## src/rtl/isa_pkg.sv

```systemverilog
// Shared definitions for the ISA host initiator: op codes, FSM states,
// floating-bus value and the card's I/O register addresses.
package isa_pkg;

  localparam logic [1:0] ISA_OP_IOR  = 2'd0;
  localparam logic [1:0] ISA_OP_IOW  = 2'd1;
  localparam logic [1:0] ISA_OP_MEMR = 2'd2;
  localparam logic [1:0] ISA_OP_MEMW = 2'd3;

  typedef enum logic [2:0] {
    ST_IDLE,
    ST_SETUP,
    ST_STROBE,
    ST_HOLD,
    ST_RESP,
    ST_WAIT
  } isa_state_e;

  localparam logic [7:0] ISA_FLOAT_BUS = 8'hFF;

  localparam logic [19:0] ISA_ADDR_CRTC_INDEX = 20'h003B4;
  localparam logic [19:0] ISA_ADDR_CRTC_DATA  = 20'h003B5;
  localparam logic [19:0] ISA_ADDR_MODE_CTRL  = 20'h003B8;
  localparam logic [19:0] ISA_ADDR_STATUS     = 20'h003BA;
  localparam logic [19:0] ISA_ADDR_CONFIG     = 20'h003BF;

  // Active-low strobe vector, bit index = op: {memw, memr, iow, ior}.
  function automatic logic [3:0] strobe_sel_l(input logic [1:0] op);
    return ~(4'b0001 << op);
  endfunction

  function automatic logic op_is_write(input logic [1:0] op);
    return op[0];
  endfunction

endpackage

```

## src/rtl/isa_cycle_timer.sv

```systemverilog
// Loadable down-counter with zero flag; times the setup, strobe, hold and
// wait-state phases of an ISA cycle. Saturates at zero.
module isa_cycle_timer #(
  parameter int W = 6
) (
  input  logic         clk,
  input  logic         reset_l,
  input  logic         load,
  input  logic         dec,
  input  logic [W-1:0] load_val,
  output logic         zero
);

  localparam logic [W-1:0] ONE = W'(1);

  logic [W-1:0] cnt;

  always_ff @(posedge clk or negedge reset_l) begin
    if (!reset_l) begin
      cnt <= '0;
    end else if (load) begin
      cnt <= load_val;
    end else if (dec && cnt != '0) begin
      cnt <= cnt - ONE;
    end
  end

  assign zero = (cnt == '0);

endmodule

```

## src/rtl/isa_host_initiator.sv

```systemverilog
// ISA bus initiator: turns a valid/ready request stream into timed ISA cycles.
// Define ISA_IOCHRDY_EN to honour bus_iochrdy wait states with a timeout abort.
//
// state  | meaning
// IDLE   | req_ready high, waiting for a request
// SETUP  | address (and write data) driven, strobe still high
// STROBE | selected strobe low for STROBE_CYCLES
// WAIT   | strobe held low while the card pulls iochrdy low (option only)
// HOLD   | strobe high, address/data still held
// RESP   | one-cycle rsp_valid pulse
module isa_host_initiator
  import isa_pkg::*;
#(
  parameter int ADDR_SETUP    = 2,
  parameter int STROBE_CYCLES = 6,
  parameter int HOLD_CYCLES   = 2,
  parameter int CHRDY_TIMEOUT = 255
) (
  input  logic        clk,
  input  logic        reset_l,
  input  logic        req_valid,
  output logic        req_ready,
  input  logic [1:0]  req_op,
  input  logic [19:0] req_addr,
  input  logic [7:0]  req_wdata,
  output logic        rsp_valid,
  output logic [7:0]  rsp_rdata,
  output logic        rsp_err,
  output logic [19:0] bus_a,
  output logic        bus_ior_l,
  output logic        bus_iow_l,
  output logic        bus_memr_l,
  output logic        bus_memw_l,
  output logic        bus_aen,
  output logic [7:0]  bus_d_out,
  output logic        bus_d_oe,
  input  logic [7:0]  bus_d_in,
  input  logic        bus_dir,
  input  logic        bus_iochrdy
);

  if (ADDR_SETUP < 1 || ADDR_SETUP > 15) begin : g_bad_setup
    $error("ADDR_SETUP must be 1..15");
  end
  if (STROBE_CYCLES < 2 || STROBE_CYCLES > 63) begin : g_bad_strobe
    $error("STROBE_CYCLES must be 2..63");
  end
  if (HOLD_CYCLES < 1 || HOLD_CYCLES > 15) begin : g_bad_hold
    $error("HOLD_CYCLES must be 1..15");
  end
  if (CHRDY_TIMEOUT < 1 || CHRDY_TIMEOUT > 255) begin : g_bad_timeout
    $error("CHRDY_TIMEOUT must be 1..255");
  end

`ifdef ISA_IOCHRDY_EN
  localparam int CNT_W = 8;
  localparam logic [CNT_W-1:0] TOUT_LD = CNT_W'(CHRDY_TIMEOUT - 1);
`else
  localparam int CNT_W = 6;
  logic unused_chrdy;
  assign unused_chrdy = bus_iochrdy;
`endif
  localparam logic [CNT_W-1:0] SETUP_LD  = CNT_W'(ADDR_SETUP - 1);
  localparam logic [CNT_W-1:0] STROBE_LD = CNT_W'(STROBE_CYCLES - 1);
  localparam logic [CNT_W-1:0] HOLD_LD   = CNT_W'(HOLD_CYCLES - 1);

  isa_state_e       state;
  logic [1:0]       op_q;
  logic [3:0]       strobe_l;
  logic             responded;
  logic             timeout_q;
  logic             accept;
  logic             rsp_fail;
  logic             t_load;
  logic             t_dec;
  logic             t_zero;
  logic [CNT_W-1:0] t_val;

  assign accept   = (state == ST_IDLE) && req_valid && req_ready;
  assign rsp_fail = timeout_q | (~op_is_write(op_q) & ~responded);

  assign {bus_memw_l, bus_memr_l, bus_iow_l, bus_ior_l} = strobe_l;
  assign bus_aen = 1'b0;

  always_comb begin
    t_load = 1'b0;
    t_val  = '0;
    t_dec  = (state == ST_SETUP) || (state == ST_STROBE) ||
             (state == ST_HOLD)  || (state == ST_WAIT);
    case (state)
      ST_IDLE:   if (accept) begin t_load = 1'b1; t_val = SETUP_LD; end
      ST_SETUP:  if (t_zero) begin t_load = 1'b1; t_val = STROBE_LD; end
      ST_STROBE: if (t_zero) begin
        t_load = 1'b1;
        t_val  = HOLD_LD;
`ifdef ISA_IOCHRDY_EN
        if (!bus_iochrdy) t_val = TOUT_LD;
`endif
      end
      ST_WAIT:   if (bus_iochrdy || t_zero) begin t_load = 1'b1; t_val = HOLD_LD; end
      default:   ;
    endcase
  end

  isa_cycle_timer #(.W(CNT_W)) u_timer (
    .clk      (clk),
    .reset_l  (reset_l),
    .load     (t_load),
    .dec      (t_dec),
    .load_val (t_val),
    .zero     (t_zero)
  );

  always_ff @(posedge clk or negedge reset_l) begin
    if (!reset_l) begin
      state     <= ST_IDLE;
      op_q      <= ISA_OP_IOR;
      strobe_l  <= 4'hF;
      bus_a     <= '0;
      bus_d_out <= '0;
      bus_d_oe  <= 1'b0;
      req_ready <= 1'b1;
      rsp_valid <= 1'b0;
      rsp_rdata <= '0;
      rsp_err   <= 1'b0;
      responded <= 1'b0;
      timeout_q <= 1'b0;
    end else begin
      case (state)
        ST_IDLE: if (accept) begin
          op_q      <= req_op;
          bus_a     <= req_addr;
          responded <= 1'b0;
          timeout_q <= 1'b0;
          req_ready <= 1'b0;
          if (op_is_write(req_op)) begin
            bus_d_oe  <= 1'b1;
            bus_d_out <= req_wdata;
          end
          state <= ST_SETUP;
        end
        ST_SETUP: if (t_zero) begin
          strobe_l <= strobe_sel_l(op_q);
          state    <= ST_STROBE;
        end
        ST_STROBE: if (t_zero) begin
`ifdef ISA_IOCHRDY_EN
          if (!bus_iochrdy) state <= ST_WAIT;
          else
`endif
          begin
            strobe_l <= 4'hF;
            if (!op_is_write(op_q)) begin
              rsp_rdata <= bus_d_in;
              responded <= bus_dir;
            end
            state <= ST_HOLD;
          end
        end
`ifdef ISA_IOCHRDY_EN
        ST_WAIT: if (bus_iochrdy) begin
          strobe_l <= 4'hF;
          if (!op_is_write(op_q)) begin
            rsp_rdata <= bus_d_in;
            responded <= bus_dir;
          end
          state <= ST_HOLD;
        end else if (t_zero) begin
          strobe_l  <= 4'hF;
          timeout_q <= 1'b1;
          state     <= ST_HOLD;
        end
`endif
        ST_HOLD: if (t_zero) begin
          bus_d_oe  <= 1'b0;
          rsp_valid <= 1'b1;
          rsp_err   <= rsp_fail;
          // A missing responder reads as a floating (pulled-up) bus.
          if (rsp_fail)               rsp_rdata <= ISA_FLOAT_BUS;
          else if (op_is_write(op_q)) rsp_rdata <= 8'h00;
          state <= ST_RESP;
        end
        ST_RESP: begin
          rsp_valid <= 1'b0;
          req_ready <= 1'b1;
          state     <= ST_IDLE;
        end
        default: state <= ST_IDLE;
      endcase
    end
  end

endmodule
```

## config.mk

```make
export PLATFORM = sky130hd
export DESIGN_NAME = isa_host_initiator
export DESIGN_NICKNAME = d
export VERILOG_FILES = /design/src/rtl/isa_pkg.sv /design/src/rtl/isa_cycle_timer.sv /design/src/rtl/isa_host_initiator.sv
export SDC_FILE = /design/constraint.sdc
export NUM_CORES = 1
export LEC_CHECK = 0
export ABC_AREA = 0
export ABC_CLOCK_PERIOD_IN_PS = 7100
export CAP_MARGIN = 20
export CORE_ASPECT_RATIO = 1.5
export CORE_MARGIN = 5
export CORE_UTILIZATION = 49
export DETAILED_ROUTE_END_ITERATION = 12
export PLACE_DENSITY = 0.85
export SLEW_MARGIN = 30
export SYNTH_ARGS = -nofsm -noshare
export SYNTH_HDL_FRONTEND = slang
export SYNTH_HIERARCHICAL = 1
export SYNTH_SLANG_ARGS = --single-unit
```

## constraint.sdc

```tcl
create_clock -name clk -period 7.1 [get_ports clk]
set_input_delay 2.13 -clock clk [delete_from_list [all_inputs] [get_ports clk]]
set_output_delay 2.13 -clock clk [all_outputs]
set_load 0.03 [all_outputs]
```

# ---- Word level (Yosys, flattened, before mapping)
# Cells that the tools add are included.
dict set report word_totals {
  word_cells 94
  regBits 56
  output_inout_bits 45
  in_bits 43
}
dict set report op_classes {
  add_sub_neg 1
  shifts 1
  reduce_logical 28
  n_eq_ne 12
  mux 36
  n_bitwise 4
}
# operator count
set ops {}
lappend ops {{8-bit 2-to-1 mux} 5}
lappend ops {{3-bit one-hot mux with 4 select lines} 2}
lappend ops {{8-bit one-hot mux with 2 select lines} 1}
lappend ops {{3-bit 2-to-1 mux} 5}
lappend ops {{2-bit nonzero test} 7}
lappend ops {{1-bit 2-to-1 mux} 13}
lappend ops {{6-bit 2-to-1 mux} 2}
lappend ops {{2-bit inequality test (second input constant)} 6}
lappend ops {{4-bit AND reduction} 3}
lappend ops {{4-bit 2-to-1 mux} 2}
lappend ops {{1-bit one-hot mux with 2 select lines} 4}
lappend ops {{4-bit one-hot mux with 2 select lines} 1}
lappend ops {{2-bit AND reduction} 4}
lappend ops {{3-bit by 2-bit == test with 1-bit output (second input constant)} 2}
lappend ops {{3-bit == test (second input constant)} 2}
lappend ops {{6-bit logical NOT} 1}
lappend ops {{3-bit AND reduction} 2}
lappend ops {{6-bit nonzero test} 1}
lappend ops {{6-bit by 1-bit subtractor with 6-bit output (second input constant)} 1}
lappend ops {{5-bit AND reduction} 1}
lappend ops {{1-bit logical OR} 4}
lappend ops {{4-bit inverter} 1}
lappend ops {{1-bit by 2-bit left shift with 4-bit output (first input constant)} 1}
lappend ops {{3-bit by 1-bit == test with 1-bit output (second input constant)} 1}
lappend ops {{7 further kinds} 10}

# ---- Longest topological paths before layout
# Gate-level depths: netlist of the first run.
dict set report depth {
  depth_word 7
  depth_mapped 11
  ltp_nobuf 9
}

# ---- By module
# Netlist of the first run, hierarchy kept.
# module area_per_inst_um2 seq_area_each_um2 cells_each instances
set by_module_without_submodules {}
lappend by_module_without_submodules {isa_host_initiator 2175.8 1257.5 158 1}
lappend by_module_without_submodules {isa_cycle_timer 395.4 150.1 44 1}

# ---- Worst setup path before layout of the first run
# No wires, ideal clock.
dict set report synth_timing {
  path_kind {input to register}
  start {input req_valid}
  end {register u_timer.cnt[3]}
  required_time_ps 7013
  arrival_ps 3539
  setup_time_ps 87
  path_buffers 2
  path_slack_ps 3475
  path_stages 6
  path_cell_list {nand3_2 -> buf_1 -> o211ai_1 -> buf_1 -> or4_1 -> o211ai_1}
}
dict set report synth_via {
  elab_chain_len 5
  word_cells_on_any_way 6
  classes_between {mux (3); reduce/logical (3)}
}
# element line_no
set synth_rtl {}
lappend synth_rtl {{start: declaration} isa_host_initiator.sv:21} ;# input logic req_valid,
lappend synth_rtl {{1-bit logical AND (*) (2 in series)} isa_host_initiator.sv:79} ;# assign accept = (state == ST_IDLE) && req_valid && req_ready;
lappend synth_rtl {{1-bit 2-to-1 mux (*)} isa_host_initiator.sv:91} ;# ST_IDLE: if (accept) begin t_load = 1'b1; t_val = SETUP_LD; end
lappend synth_rtl {{1-bit one-hot mux with 3 select lines (*)} isa_host_initiator.sv:90} ;# case (state)
lappend synth_rtl {{via t_load} isa_host_initiator.sv:74} ;# logic t_load;
lappend synth_rtl {{6-bit 2-to-1 mux / 2-bit nonzero test (equally long branches)} --}
lappend synth_rtl {{end signal: assignment} isa_cycle_timer.sv:22} ;# cnt <= load_val;
lappend synth_rtl {{end signal: assignment} isa_cycle_timer.sv:24} ;# cnt <= cnt - ONE;
lappend synth_rtl {{end: declaration} isa_cycle_timer.sv:16} ;# logic [W-1:0] cnt;
# The timed path passes the listed nets; every way through them passes the cells marked *.
# A chain may end at the register's enable or synchronous reset.

# ---- Worst setup path in the final report of the first run
# Same ends and word-level chain as after synthesis.

==> flow_summary_export.csv, run 1 <==
group,metric,value,unit
global_routing,grt_pass1_vias,2053,
flow_run,maxCapViolCount,0,
sta,rsz0062_at_grt,"no",
cts,clockBufferDepth,2,
logic_synthesis,synth.distinct_cells,44,
setup_path,endpoint_kind,"flip-flop",
run_status,status,"completed",
detailed_routing,vias,1886,
logic_synthesis,synth-edff-count,0,
sta,fin_setup_tns,0,ps
layout,final-seq-area,0.00141,mm²
sta,worstMarginPinSlew,695,ps
detailed_routing,vias_per_cell,5.25,
setup_path,path_max_fanout,26,
floorplanning,dieArea,0.00683,mm²
global_routing,grt-ovfl-total,0,
cts,cts.clk_slew.worst_paths,90,ps
logic_synthesis,synthArstFlopShare,100,%
setup_path,crit_path_start_kind,"primary input",
logic_synthesis,post-synth-top-area-fraction,49.6,%
setup_path,critical_path.max_stage_delay,540,ps
setup_path,cp-endpoint,"u_timer/cnt[3]$_DFFE_PN0P_",
setup_path,r2r_slack,4220,ps
sta,clock_skew,2.48,ps
cts,cts_tree,"built",
logic_synthesis,synthTopCellsByArea,"dfrtp_1 (50%), mux2_2 (20%), dfstp_2 (5.1%), a2bb2oi_1 (1.7%), nand2_1 (1.3%)",
layout,fillers,415,
detailed_routing,drc,0,
sta,max-slew-margin-rel,53.2,%
sta,fmaxAchievable,0.247,GHz
setup_path,cp_cell_sequence,"clkdlybuf4s50_1, nand3_2, o211ai_1, inv_1, o211ai_1, o211ai_1",
floorplanning,ioPinCount,88,
sta,fin_crit,4050,ps
logic_synthesis,synth_top_area_cell,"dfrtp_1",
global_routing,grt_use_total,17.6,%
detailed_routing,drt_first_pass_iters,4,
pwr,vdd_drop_max,210,µV
logic_synthesis,synth_most_common_cell,"dfrtp_1",
detailed_routing,antenna_left,0,
logic_synthesis,yosysWarnings,6,
layout,nNetsFinal,335,
pwr,leakage,1.58,nW
setup_path,worstReg2RegEnd,"rsp_rdata[7]$_DFFE_PN0P_",
placement,place_congestion,0.798,
floorplanning,die_w,69.1,µm
global_routing,antenna_found_initial,0,
logic_synthesis,syn-instance-count,202,
sta,period_share,57.1,%
floorplanning,start_util,50.2,%
placement,hpwl,4.25,mm
layout,multiInputGateArea,0.00110,mm²
cts,cts-root-buf,"clkbuf_8",
detailed_routing,wirelength,5.59,mm
layout,num_antenna_cells,0,
floorplanning,core_area,0.00512,mm²
layout,drive_gt1_share,22.7,%
setup_path,slowest_stage,"o211ai_1",
setup_path,r2r-start,"u_timer/cnt[2]$_DFFE_PN0P_",
setup_path,critPathLaunch,"req_valid",
cts,cts_resized,0,
setup_path,worstPathArrival,4220,ps
logic_synthesis,syn_area_per_cell,12.7,µm²
cts,clk_latency,300,ps
layout,areaGrowthSynthToFinish,39.1,%
logic_synthesis,ys_ff_latch,56,
sta,maxSlewViolCount,0,
sta,finalSetupViolCount,0,
pwr,power-per-cell-area,367,mW/mm²
cts,postCtsSetupRepairBufs,0,
global_routing,grt_pass1_wl,9.83,mm
floorplanning,dieHeight,98.7,µm
logic_synthesis,syn_area,0.00257,mm²
cts,cts_max_level,2,
logic_synthesis,synthFlopType,"dfrtp_1",
detailed_routing,post_drt_wl_per_cell,15.6,µm
setup_path,required,7260,ps
setup_path,cp_common_cell,"o211ai_1",
logic_synthesis,synthTopCellsByCount,"dfrtp_1 (51), mux2_2 (45), nand2_1 (9), nor2_1 (8), inv_1 (7)",
global_routing,grt_max_degree,57,
placement,io_buffers,86,
worst_hold_path,hold_class,"reg -> reg",
detailed_routing,first_iter_violations,76,
sta,hold_viol,0,
logic_synthesis,synth-seq-area-share,54.7,%
cts,postCtsHoldBufs,0,
setup_path,crit_type,"in -> reg",
pwr,finalPower,1.31,mW
cts,cts.sinks,56,
setup_path,reg2reg_depth,5,
floorplanning,num_rows,32,
cts,cts_made_buffers,5,
==> area by class of cell <==
class	instances	share of cell area [%]
clock inverters	1	0.210
multi-input cells	132	30.7
well taps	68	2.38
clock buffers	7	2.41
flip-flops and latches	56	39.4
inverters	8	0.840
repair buffers	87	24.1
==> worst min-delay path by stage <==
stage | from | endpoint | slack [ps] | cells after the start
floorplan | op_q[1]$_DFFE_PN0P_ | op_q[1]$_DFFE_PN0P_ | 490 | 1
global placement | bus_a[14]$_DFFE_PN0P_ | bus_a[14]$_DFFE_PN0P_ | 470 | 1
detailed placement | bus_a[14]$_DFFE_PN0P_ | bus_a[14]$_DFFE_PN0P_ | 480 | 1
CTS | bus_a[14]$_DFFE_PN0P_ | bus_a[14]$_DFFE_PN0P_ | 500 | 1
global route | bus_a[3]$_DFFE_PN0P_ | bus_a[3]$_DFFE_PN0P_ | 530 | 1
finish | bus_a[14]$_DFFE_PN0P_ | bus_a[14]$_DFFE_PN0P_ | 500 | 1
==> critical path, delay by kind of cell <==
kind            cells  cell delay (ps)
buf+inv             2              770
compound gates      3              800
simple gates        1              510
==> report_power, final <==
part	internal (mW)	switching (mW)	total [mW]
combinational	0.291	0.335	0.626
clock	0.0795	0.0972	0.177
sequential	0.432	0.0778	0.510
==> per-layer routing <==
layer / track usage [%] / wire length, µm / share of wire [%]
met1: 19.1 / 2030 / 36
met2: 31.7 / 3060 / 55
met3: 5.61 / 381 / 6.8
met4: 6.47 / 112 / 2.0
met5: 0 / 0 / 0
==> registers in the layout, summed over array words and instances, names as in the netlist <==
name and cells:
rsp_valid 1, req_ready 1, strobe_l 4, op_q 2, responded 1, state 3, u_timer/cnt 6, bus_a 20
bus_d_out 8, rsp_err 1, bus_d_oe 1, rsp_rdata 8
==> placed cells by master, fill, tap and decap left out, types with 2 or more instances in the layout <==
| cell | instances |
|---|---|
| nor3b_1 | 3 |
| or4_1 | 3 |
| clkdlybuf4s50_1 | 85 |
| or3b_2 | 2 |
| o31ai_1 | 2 |
| o22ai_1 | 5 |
| nor2b_1 | 3 |
| or3b_1 | 2 |
| nand2_1 | 9 |
| conb_1 | 5 |
| o21ai_0 | 5 |
| a31oi_1 | 3 |
| dfstp_2 | 5 |
| o2111ai_1 | 2 |
| mux2_2 | 45 |
| o211ai_1 | 4 |
| a21oi_1 | 3 |
| nor2_1 | 8 |
| inv_1 | 7 |
| ha_1 | 2 |
| a2bb2oi_1 | 5 |
| and3b_1 | 2 |
| nand2b_1 | 3 |
| clkbuf_8 | 6 |
| dfrtp_1 | 51 |
==> logic make-up (layout without fill, tap and decap cells) <==
family,after synthesis,in the layout,share of synthesized area [%]
adder cells (fa/ha/maj),2,2,0.973
flip-flops,56,56,54.7
multiplexers,47,47,20.5
AND/OR/NAND/NOR,42,42,9.59
AO/OA/AOI/OAI,35,35,10.5
XOR/XNOR,1,1,0.341
buffers and inverters,18,103,3.21
other,1,5,0.146
==> through the flow <==
step	cell area (µm²)	setup slack, ps	hold WS [ps]	std cells	utilization [%]
floorplan	2590	3470	495	206	-
global placement	3480	2800	473	351	67.9
detailed placement	3480	2700	482	351	67.9
CTS	3580	3010	503	359	69.8
global route	3580	2790	531	359	69.8
finish	3580	3050	502	359	69.8
Note: power is estimated with default switching activity, not from simulation.
==> inputs of run 2 (changes only) <==
Settings changed: ABC_CLOCK_PERIOD_IN_PS 7100 to 4200, CORE_UTILIZATION 49 to 45, PLACE_DENSITY 0.85 to 0.79.
Clock period 7.1 ns to 4.2 ns, I/O delays scaled along.
==> flow_summary_export.csv, run 2 (synthesis results as in run 1) <==
group,metric,value,unit
cts,postCtsSetupRepairBufs,0,
layout,utilization,64.8,%
layout,largest_reg_flops,20,
global_routing,grt_use_total,16.8,%
cts,clockBufferDepth,2,
pwr,power-per-cell-area,619,mW/mm²
detailed_routing,wirelength,5.73,mm
sta,holdWs,513,ps
cts,cts_max_level,2,
detailed_routing,vias,1891,
sta,max-slew-margin-rel,51.0,%
layout,nNetsFinal,336,
pwr,vdd_drop_max,413,µV
placement,hpwl,4.38,mm
pwr,finalPower,2.22,mW
setup_path,crit_path_start_kind,"flip-flop",
layout,num_antenna_cells,0,
worst_hold_path,hold_depth,1,
setup_path,required,4400,ps
pwr,comb_power_share,47.3,%
setup_path,worstPathArrival,3030,ps
layout,areaGrowthSynthToFinish,39.4,%
sta,fin_crit,2830,ps
global_routing,grt_pass1_wl,9.67,mm
sta,worstMarginPinSlew,734,ps
setup_path,endpoint_kind,"flip-flop",
setup_path,crit_type,"reg -> reg",
cts,clk_latency,310,ps
floorplanning,start_util,46.5,%
setup_path,reg2reg_depth,5,
layout,final_common_cell,"clkdlybuf4s50_1",
global_routing,met3_usage,4.68,%
global_routing,grt_max_degree,34,
run_status,status,"completed",
floorplanning,dieArea,0.00736,mm²
layout,fillers,454,
pwr,leakage,1.59,nW
detailed_routing,vias_per_cell,5.22,
cts,cts_tree,"built",
placement,io_buffers,86,
global_routing,grt_pass1_vias,2017,
detailed_routing,drc,0,
global_routing,grt-ovfl-total,0,
sta,rsz0062_at_grt,"no",
placement,pre_cts_ws,1230,ps
layout,drive_gt1_share,23.3,%
placement,place_area,0.00349,mm²
layout,layout_common_cells,"clkdlybuf4s50_1 (85), dfrtp_1 (51), mux2_2 (45), nand2_1 (9), nor2_1 (8)",
global_routing,met1_usage,18.2,%
detailed_routing,antenna_left,0,
placement,placed_cells,354,
global_routing,busiest_layer,"met2",
sta,fmaxAchievable,0.353,GHz
floorplanning,core_area,0.00553,mm²
pwr,p_sw,0.863,mW
pwr,pwr-share-seq,39.0,%
layout,reg_top3,"bus_a (20), bus_d_out (8), rsp_rdata (8)",
sta,fin_ws,1370,ps
detailed_routing,first_iter_violations,73,
sta,clock_skew,3.25,ps
global_routing,gr-usage-met2,31.2,%
layout,postLayoutCellArea,0.00358,mm²
sta,hold_viol,0,
worst_hold_path,hold_class,"reg -> reg",
floorplanning,ioPinCount,88,
cts,cts.sinks,56,
sta,period_share,67.4,%
layout,fin_cells,362,
pwr,internal_power,1.35,mW
cts,cts.clk_slew.worst_paths,90,ps
floorplanning,die_w,71.7,µm
cts,postCtsHoldBufs,0,
flow_run,maxCapViolCount,0,
global_routing,antenna_found_initial,0,
cts,cts_resized,0,
placement,place_congestion,0.741,
sta,finalSetupViolCount,0,
pwr,p_clk_share,13.6,%
detailed_routing,drt_first_pass_iters,6,
cts,cts_made_buffers,5,
sta,fin_setup_tns,0,ps
detailed_routing,post_drt_wl_per_cell,15.8,µm
layout,top_register,"bus_a",
sta,maxSlewViolCount,0,
pwr,swShare,38.9,%
floorplanning,dieHeight,103,µm
setup_path,path_max_fanout,10,
floorplanning,num_rows,33,
cts,cts-root-buf,"clkbuf_8",
## run 2: changes by cell type in the layout (fill, tap and decap cells not counted)
cell	before	now
buf_4	1	2
clkbuf_1	1	0
clkinv_2	0	2
clkinvlp_4	1	0
## run 2: critical path, stage by stage (launching register included)
cell	delay [ps]
dfrtp_1	430
or3_1	480
nor2_1	520
nand2b_1	230
a2111oi_4	660
mux2_2	400
## run 2: worst paths after layout
kind | startpoint | to | slack [ps]
setup / recovery | u_timer/cnt[2]$_DFFE_PN0P_ | rsp_rdata[7]$_DFFE_PN0P_ | 1370
setup reg to reg | u_timer/cnt[2]$_DFFE_PN0P_ | rsp_rdata[7]$_DFFE_PN0P_ | 1370
max in group asynchronous | reset_l | req_ready$_DFFE_PN1P_ | 2360
min in group asynchronous | reset_l | bus_a[15]$_DFFE_PN0P_ | 1000
hold reg to reg | bus_d_out[1]$_DFFE_PN0P_ | bus_d_out[1]$_DFFE_PN0P_ | 510
hold / removal | bus_d_out[1]$_DFFE_PN0P_ | bus_d_out[1]$_DFFE_PN0P_ | 510
## run 2: final cells by class
cell class	count	area, µm²	area share (%)
inverter	8	30.0	0.838
tap	70	87.6	2.44
clock buffer	6	82.6	2.30
sequential	56	1410	39.3
clock inverter	2	10.0	0.279
timing repair buffer	88	871	24.3
multi-input combinational	132	1100	30.6
## run 2: per-layer routing
metal	vias to the layer above	wire length, µm	share of wire (%)
met5	-	0	0
met4	0	106	1.9
met3	7	356	6.2
met2	50	3210	56
met1	933	2060	36
li1	901	-	-
## run 2: power by group through the flow
stage	Combinational [mW]	Clock, mW	Sequential, mW
floorplan	0.420	0	1.11
global placement	1.04	0	0.864
detailed placement	1.06	0	0.876
CTS	1.06	0.313	0.867
global route	1.13	0.336	0.899
finish	1.05	0.302	0.866
